File: src/rtl/sipo_shift_receiver.sv
// Serial-in parallel-out word receiver, LSB first, with valid/ready output and sticky overrun.
// Optional frame-sync input enabled by defining SIPO_FRAME_SYNC_EN.
module sipo_shift_receiver #(
  parameter int unsigned WIDTH = 32
) (
  input  logic             clk,
  input  logic             rstn,
  input  logic             enable,
  input  logic             in,
`ifdef SIPO_FRAME_SYNC_EN
  input  logic             sync,
`endif
  output logic [WIDTH-1:0] out,
  output logic             out_valid,
  input  logic             out_ready,
  output logic             overrun,
  input  logic             ovr_clr
);

  localparam int unsigned CNT_W = $clog2(WIDTH);

  // The oldest collected bit is always shifted out at word completion, so only WIDTH-1
  // bits of history are kept; the incoming bit supplies the top of the word.
  logic [WIDTH-2:0] shreg_q, shreg_d;
  logic [CNT_W-1:0] bit_cnt_q, bit_cnt_d;
  logic [WIDTH-1:0] out_q, out_d;
  logic             valid_q, valid_d;
  logic             ovr_q, ovr_d;

  logic [WIDTH-1:0] shifted;
  logic             sync_hit;
  logic             complete;

`ifdef SIPO_FRAME_SYNC_EN
  assign sync_hit = enable & sync;
`else
  assign sync_hit = 1'b0;
`endif

  always_comb begin
    shifted   = {in, shreg_q};
    complete  = enable && !sync_hit && (bit_cnt_q == CNT_W'(WIDTH - 1));
    shreg_d   = shreg_q;
    bit_cnt_d = bit_cnt_q;
    out_d     = out_q;
    valid_d   = valid_q;
    ovr_d     = ovr_q;

    if (enable) begin
      shreg_d = shifted[WIDTH-1:1];
      if (sync_hit) begin
        bit_cnt_d = CNT_W'(1);
      end else if (complete) begin
        bit_cnt_d = '0;
      end else begin
        bit_cnt_d = bit_cnt_q + CNT_W'(1);
      end
    end

    if (complete) begin
      out_d   = shifted;
      valid_d = 1'b1;
    end else if (valid_q && out_ready) begin
      valid_d = 1'b0;
    end

    // Set has priority over a same-cycle clear.
    if (complete && valid_q && !out_ready) begin
      ovr_d = 1'b1;
    end else if (ovr_clr) begin
      ovr_d = 1'b0;
    end
  end

  always_ff @(posedge clk or negedge rstn) begin
    if (!rstn) begin
      shreg_q   <= '0;
      bit_cnt_q <= '0;
      out_q     <= '0;
      valid_q   <= 1'b0;
      ovr_q     <= 1'b0;
    end else begin
      shreg_q   <= shreg_d;
      bit_cnt_q <= bit_cnt_d;
      out_q     <= out_d;
      valid_q   <= valid_d;
      ovr_q     <= ovr_d;
    end
  end

  assign out       = out_q;
  assign out_valid = valid_q;
  assign overrun   = ovr_q;

endmodule

File: config.mk
export PLATFORM = sky130hd
export DESIGN_NAME = sipo_shift_receiver
export DESIGN_NICKNAME = d
export VERILOG_FILES = /design/src/rtl/sipo_shift_receiver.sv
export SDC_FILE = /design/constraint.sdc
export NUM_CORES = 1
export LEC_CHECK = 0
export BUFFER_PORTS_ARGS = -buffer_cell sky130_fd_sc_hd__buf_2
export CAP_MARGIN = 20
export CORE_AREA = 2 2 91 93
export DETAILED_ROUTE_END_ITERATION = 16
export DIE_AREA = 0 0 93 95
export GPL_TIMING_DRIVEN = 0
export PLACE_DENSITY_LB_ADDON = 0.1
export RECOVER_POWER = 50
export REMOVE_ABC_BUFFERS = 1
export SLEW_MARGIN = 0
export SYNTH_ARGS = -nofsm -noshare
export SYNTH_HDL_FRONTEND = slang
export SYNTH_SLANG_ARGS = --single-unit
export TNS_END_PERCENT = 100
File: constraint.sdc
create_clock -name clk -period 2.85 [get_ports clk]
set_input_delay 0.1425 -clock clk [delete_from_list [all_inputs] [get_ports clk]]
set_output_delay 0.1425 -clock clk [all_outputs]
set_load 0.02 [all_outputs]
Word level (Yosys, flattened, before mapping)
Cells that the tools add are included.
Storage, ports and cells
  input bits: 6
  word-level logic and storage cells: 19
  output and inout port bits: 34
  flip-flop bits (word level): 70
Cells by class
  mux-type cells: 5
  reduce and logical (&&, ||, !) cells: 7
  equality and inequality tests: 1
  $add $sub $neg: 1
Operators with widths (number)
  $add 5x1->5 const B: 1
  $eq 5x5->1 const B: 1
  $mux 5: 1
  $logic_and 1x1->1: 4
  $mux 1: 4
  $reduce_bool 2->1: 2
  $logic_not 1->1: 1

Logic depth before layout (Yosys ltp)
Gate-level depths: netlist of run 1.
  depth in word-level cells: 5
  gate-level depth with buffers: 6
  gate-level depth less buffers: 5

Worst setup path after synthesis of run 1
Ideal clock, no wire load.
  path type: flip-flop to flip-flop
  from: register bit_cnt_q[0]
  to: register out_q[10], in the netlist out[10]
  arrival: 1.566 ns
  setup time: 0.128 ns
  clock period less this slack: 1.694 ns
  path buffers: 1
  required time: 2.722 ns
  stages on the path, launching flop included: 7
  setup slack: 1.156 ns
  cell sequence: dfrtp_1 > ha_1 > and3_1 > ha_1 > nand2_2 > buf_6 > mux2_1
On the way
  longest elaborated chain between the ends: 2
RTL lines
  start, declared: line 25  | logic [CNT_W-1:0] bit_cnt_q, bit_cnt_d;
  start signal, assigned: line 84  | bit_cnt_q <= bit_cnt_d;
  $eq 5x5->1: line 42  | complete = enable && !sync_hit && (bit_cnt_q == CNT_W'(WIDTH - 1));
  $logic_and 1x1->1: line 42
  end signal, assigned: line 85  | out_q <= out_d;
  end, declared: line 26  | logic [WIDTH-1:0] out_q, out_d;
No other way between the ends.
A chain may end at the register's enable or synchronous reset.

Final worst setup path of run 1
  from: register bit_cnt_q[0]
  to: register out_q[28], in the netlist out[28]
The elaborated chain is that of the path after synthesis.

==> flow_summary.toml, run 1 <==
[worst_setup_path]
end_kind = "flip-flop"
cp.arrival_ns = 2.43
critPathLaunchType = "flip-flop"
cp_max_fo = 34
r2r_start = "bit_cnt_q[0]$_DFFE_PN0P_"
required_ns = 3.06
crit_start = "bit_cnt_q[0]$_DFFE_PN0P_"
critical_path_class = "flip-flop to flip-flop"

[routing]
wl_um = 4350
drcViolationCount = 0
first_pass_iters = 2
post_drt_wl_per_cell_um = 13.7
ant_nets = 0
vias_per_cell = 4.45
drt_iter0_markers = 67
vias = 1411

[final_layout]
final_cell_mix = "70 x dfrtp_1, 37 x mux2_2, 35 x clkbuf_1"
drive_gt1_frac = 0.274
num-nets-final = 215
final_cells = 317
mostFrequentLayoutCell = "dfrtp_1"
syn_to_final_growth_pct = 17.8
num_antenna_cells = 0

[sta]
relSlewSlack = -0.118
fin_crit_ns = 2.22
finalSetupViolations = 0
grt_setup_unrepaired = "false"
timing.final.crit_share = 0.780
fin_setup_tns_ns = 0
maxSlewViolCount = 71
finalHoldViolations = 0
fin_worst_skew_ns = 0.00746
worst_pin_slew_ns = 1.68
timing.fmax_ghz = 0.450

[run]
cap_violations = 1

[cts]
clkTransAtPathRegs_ns = 0.07
cts_tree = "done"
clk_latency_ns = 0.33
cts_resized = 0
root_buffer = "clkbuf_8"
cts_made_buffers = 9
clk_path_buf_depth = 2
cts_htree_levels = 3
cts_sinks = 70

[placed_design]
routabilityCongestion = 0.664
dpl.cell_count = 299
dpl.hpwl_um = 2670
io_buffers = 39

[outcome]
violations = "max-capacitance violations, max-slew violations"
status = "finished, violations left"

[grt]
overflow = 0
grt_usage = 0.110
antenna_found_initial = 0
grt_pass1_wl_um = 7270
grt_start_max_net_pins = 71
grt_pass1_vias = 1522

[power]
vdd_ir_drop_max_v = 0.000415
power.density_nw_per_um2 = 1020
fin_total_pwr_mw = 3.21
leakagePower_nw = 1.49

[yosys]
synthTopCellsByArea = "dfrtp_1 65%, mux2_2 16%, mux2_1 12%"
synth_cells = 162
yosys_warnings = 0
ys_seq_area_frac = 0.655
syn-mean-instance-area_um2 = 16.5
synth_top_area_cell = "dfrtp_1"
synth.distinct_cells = 18
synth-seq-cells = 70
syn_area_um2 = 2680
synth_top_area_frac = 0.655

[floorplanning]
die_y_um = 95
die_x_um = 93
fp.dieArea_um2 = 8840
num_rows = 33
core-area_um2 = 7930
start_util = 0.338
num_io_pins = 40

[min_path]
holdCritPathClass = "input port to flip-flop"
hp-start = "in"
routing by layer:
layer | wire (um) | global-route usage
met4 | 112 | 0.0699
met3 | 171 | 0.0343
met2 | 2030 | 0.168
met1 | 2040 | 0.135
met5 | 0 | 0
cell usage after synthesis:
| cell type | instances |
|---|---|
| nand3b_1 | 2 |
| o21ai_0 | 1 |
| buf_4 | 3 |
| nand2b_1 | 3 |
| buf_2 | 1 |
| nand2_2 | 1 |
| nand3_1 | 1 |
| ha_1 | 2 |
| inv_1 | 3 |
| mux2_1 | 28 |
| o311ai_0 | 1 |
| and3_1 | 1 |
| o22ai_1 | 2 |
| mux2_2 | 37 |
| dfrtp_1 | 70 |
| nand2_1 | 2 |
| mux2i_1 | 1 |
| buf_6 | 3 |
cells by family after synthesis:
family,synth area share
flops,0.655
mux,0.277
simple gates,0.0220
compound gates,0.00982
buf+inv,0.0271
fa+ha+maj,0.00935
layout make-up:
type	count	area (um^2)
Fill cell	785	4770
Sequential cell	70	1750
Multi-Input combinational cell	82	852
Timing Repair Buffer	41	173
Clock buffer	13	169
Tap cell	105	131
Clock inverter	3	65.1
Inverter	3	11.3
where the power goes:
| part | switching (mW) | total [mW] | internal, mW | leakage [nW] |
|---|---|---|---|---|
| clock network | 0.350 | 0.914 | 0.564 | 0.120 |
| logic | 0.399 | 0.734 | 0.335 | 0.474 |
| registers | 0.214 | 1.56 | 1.35 | 0.897 |
| total | 0.962 | 3.21 | 2.25 | 1.49 |
path summary, 6_finish.rpt:
path | endpoint | slack, ns | depth (start not counted)
max in group asynchronous | out[7]$_DFFE_PN0N_ | 1.06 | 2
worst max register to register | out[28]$_DFFE_PN0N_ | 0.63 | 5
worst min-delay path | shreg_q[30]$_DFFE_PN0P_ | 0.06 | 2
worst min register to register | out[5]$_DFFE_PN0N_ | 0.49 | 1
worst max-delay path | out[28]$_DFFE_PN0N_ | 0.63 | 5
min in group asynchronous | shreg_q[23]$_DFFE_PN0P_ | 0.79 | 2
registers in the layout, summed over array words and instances, names as in the netlist:
name       cells
shreg_q       31
out_valid      1
out           32
overrun        1
bit_cnt_q      5
timing repair:
item	in CTS	in global routing
endpoints found under the hold margin	71	0
hold buffers	2	0
setup buffers	0	0
worst max-delay path, stage by stage, from the launching register on:
cell	delay, ns
dfrtp_1	0.41
ha_1	0.23
and3_1	0.15
ha_1	0.24
nand2_2	0.65
mux2_1	0.40
through the flow:
stage | cell area [um^2] | worst slack, ns | util | hold WS, ns
5_1_grt | 3150 | 0.456 | 0.398 | 0.0463
4_1_cts | 3200 | 0.575 | 0.403 | 0.0385
6_report | 3150 | 0.627 | 0.398 | 0.0564
3_5_place_dp | 2940 | 0.512 | 0.371 | 0.323
3_3_place_gp | 2940 | 0.600 | 0.371 | 0.346
2_1_floorplan | 2620 | 0.929 | - | -0.153
No activity file was read; power rests on OpenSTA's default activity.
==> run 2: changes to the inputs <==
- ABC_AREA: not set -> 1
- CORE_AREA: 2 2 91 93 -> 2 2 92 94
- DIE_AREA: 0 0 93 95 -> 0 0 94 96
- clock period: 2.85 -> 2.28 ns (I/O delays scaled with it)
==> run 2 against run 1 <==
Against the previous run:
- the run now ends clean
- sequential cell count is the same
- register-to-register slack worse by 0.25 ns
- area after synthesis up 2.6%
- via count grew 28%
- first-iteration DRC count grew 67%
- count of clock-buffer cells in the layout increased by 1
- non-clock buffer count up 3
- power rose by 8.4%
- global-route usage rose by 0.37 points
- clock skew is 0.0012 ns lower
==> flow_summary.toml, run 2 <==
[yosys]
ys_seq_area_frac = 0.638
synth_ff_type = "dfrtp_1"
synth_cells = 270
synth-edff-count = 0
synthTopCellsByArea = "dfrtp_1 64%, nand2_1 9.7%, o21ai_0 7.8%"
yosys.cell_count.top_type = "nand2_1"
syn_area_um2 = 2750
synthTopCellsByCount = "71 x nand2_1, 70 x dfrtp_1, 43 x o21ai_0"
yosys_warnings = 0
synth-seq-cells = 70
synth_top_area_cell = "dfrtp_1"
synth.distinct_cells = 23
synth_top_area_frac = 0.638
syn-mean-instance-area_um2 = 10.2
async_flop_share = 1.00

[sta]
fin_worst_skew_ns = 0.00623
relSlewSlack = 0.0803
finalHoldViolations = 0
worst_pin_slew_ns = 1.38
finalSetupViolations = 0
fin_crit_ns = 1.90
grt_setup_unrepaired = "false"
maxSlewViolCount = 0
timing.fmax_ghz = 0.526
fin_setup_tns_ns = 0
timing.final.crit_share = 0.833

[floorplanning]
start_util = 0.341
die_x_um = 94
core-area_um2 = 8050
num_io_pins = 40
num_rows = 33
die_y_um = 96
fp.dieArea_um2 = 9020

[cts]
cts_tree = "done"
cts_htree_levels = 3
clk_latency_ns = 0.33
cts_made_buffers = 9
clk_path_buf_depth = 2
cts_setup_buffers = 0
clkTransAtPathRegs_ns = 0.07
cts_hold_buffers = 3
cts_sinks = 70
root_buffer = "clkbuf_8"
cts_resized = 0

[final_layout]
num_antenna_cells = 0
n_fill_cell = 822
drive_gt1_frac = 0.210
largest_reg_flops = 32
num-nets-final = 318
regArea_um2 = 1750
multiInputGateArea_um2 = 737
mostFrequentLayoutCell = "nand2_1"
final_cell_mix = "71 x nand2_1, 70 x dfrtp_1, 43 x o21ai_0"
syn_to_final_growth_pct = 16.3

[grt]
grt_pass1_vias = 1687
overflow = 0
grt_pass1_wl_um = 7840
antenna_found_initial = 0
grt_start_max_net_pins = 71
grt_usage = 0.113

[power]
vdd_ir_drop_max_v = 0.000319
pwr-share-seq = 0.494
fin_total_pwr_mw = 3.48
switching_share = 0.331
leakagePower_nw = 1.60
p_int_mw = 2.32
combPwrFrac = 0.256
p_switching_mw = 1.15
power.density_nw_per_um2 = 1090
clockPowerShare = 0.250

[routing]
ant_nets = 0
vias_per_cell = 4.30
drt_iter0_markers = 112
wl_um = 4560
drcViolationCount = 0
post_drt_wl_per_cell_um = 10.9
vias = 1802
first_pass_iters = 4

[worst_setup_path]
end_kind = "flip-flop"
required_ns = 2.50
rr_worst_depth = 7
critical_path_class = "flip-flop to flip-flop"
cp.arrival_ns = 2.12
cp_max_fo = 67
critPathLaunchType = "flip-flop"

[placed_design]
io_buffers = 39
routabilityCongestion = 0.638
dpl.hpwl_um = 2740

[min_path]
whs_path_depth = 4
holdCritPathClass = "input port to flip-flop"

[run]
cap_violations = 0

[outcome]
status = "completed"
## run 2: cell types whose count changed after synthesis, sizes merged
cell | previous run | this run
o22ai | 2 | 1
mux2i | 1 | 0
xor2 | 0 | 1
a21oi | 0 | 2
nor2 | 0 | 4
nand3b | 2 | 0
mux2 | 65 | 1
clkbuf | 0 | 3
inv | 3 | 36
buf | 7 | 12
o21ai | 1 | 63
nand2b | 3 | 0
nand2 | 3 | 73
o311ai | 1 | 0
## run 2: cells by family (layout without fill, tap and decap cells)
group	Yosys count	count (layout)	share of synthesized area
adders and majority gates	2	2	0.00911
DFF	70	70	0.638
and+or+nand+nor	79	79	0.114
AOI/OAI and AO/OA	66	66	0.138
xor gates and xnor gates	1	1	0.00319
muxes	1	1	0.00410
buffers and inverters	51	95	0.0938
## run 2: worst paths after layout
check,start,to,slack [ns]
worst max-delay path,bit_cnt_q[0]$_DFFE_PN0P_,out[31]$_DFFE_PN0N_,0.38
worst min-delay path,out_ready,out_valid$_DFFE_PN0P_,0.05
worst max register to register,bit_cnt_q[0]$_DFFE_PN0P_,out[31]$_DFFE_PN0N_,0.38
worst min register to register,shreg_q[19]$_DFFE_PN0P_,shreg_q[18]$_DFFE_PN0P_,0.48
max in group asynchronous,rstn,shreg_q[22]$_DFFE_PN0P_,0.79
min in group asynchronous,rstn,out[1]$_DFFE_PN0N_,0.62
## run 2: critical path, stage by stage, from the launching register on
cell	delay, ns
dfrtp_1	0.41
ha_1	0.21
and3_1	0.15
ha_1	0.21
nand2_4	0.55
inv_1	0.13
nand2_1	0.09
nand2_1	0.04
## run 2: cell type report
type | instances | area share
clock buffer | 14 | 0.0509
clock inverter | 1 | 0.00157
inverter | 36 | 0.0423
multi-input combinational | 149 | 0.231
sequential | 70 | 0.549
tap | 105 | 0.0411
timing repair buffer | 44 | 0.0846
## run 2: power by group through the flow
stage          Sequential, mW  Clock (mW)  Combinational, mW
2_1_floorplan            1.97           0              0.343
6_report                 1.72       0.870              0.889
5_1_grt                  1.77       0.955               1.02
3_3_place_gp             1.73           0              0.887
3_5_place_dp             1.75           0              0.899
4_1_cts                  1.72       0.910              0.907
## run 2: metal layers
metal | GRT usage | vias up | wire length, um
li1 | - | 925 | -
met1 | 0.147 | 832 | 2270
met2 | 0.170 | 35 | 2000
met3 | 0.0329 | 10 | 198
met4 | 0.0652 | 0 | 99
met5 | 0 | - | 0
## run 2: metrics by stage
step / instance area (um^2) / cells / hold WS (ns) / setup WS (ns) / utilization
2_1_floorplan: 2620 / 255 / -0.182 / 0.594 / -
4_1_cts: 3180 / 418 / 0.0417 / 0.329 / 0.395
3_3_place_gp: 2950 / 399 / 0.319 / 0.185 / 0.366
5_1_grt: 3190 / 419 / 0.0652 / 0.220 / 0.397
6_report: 3190 / 419 / 0.0547 / 0.381 / 0.397
3_5_place_dp: 2980 / 400 / 0.0424 / 0.173 / 0.370
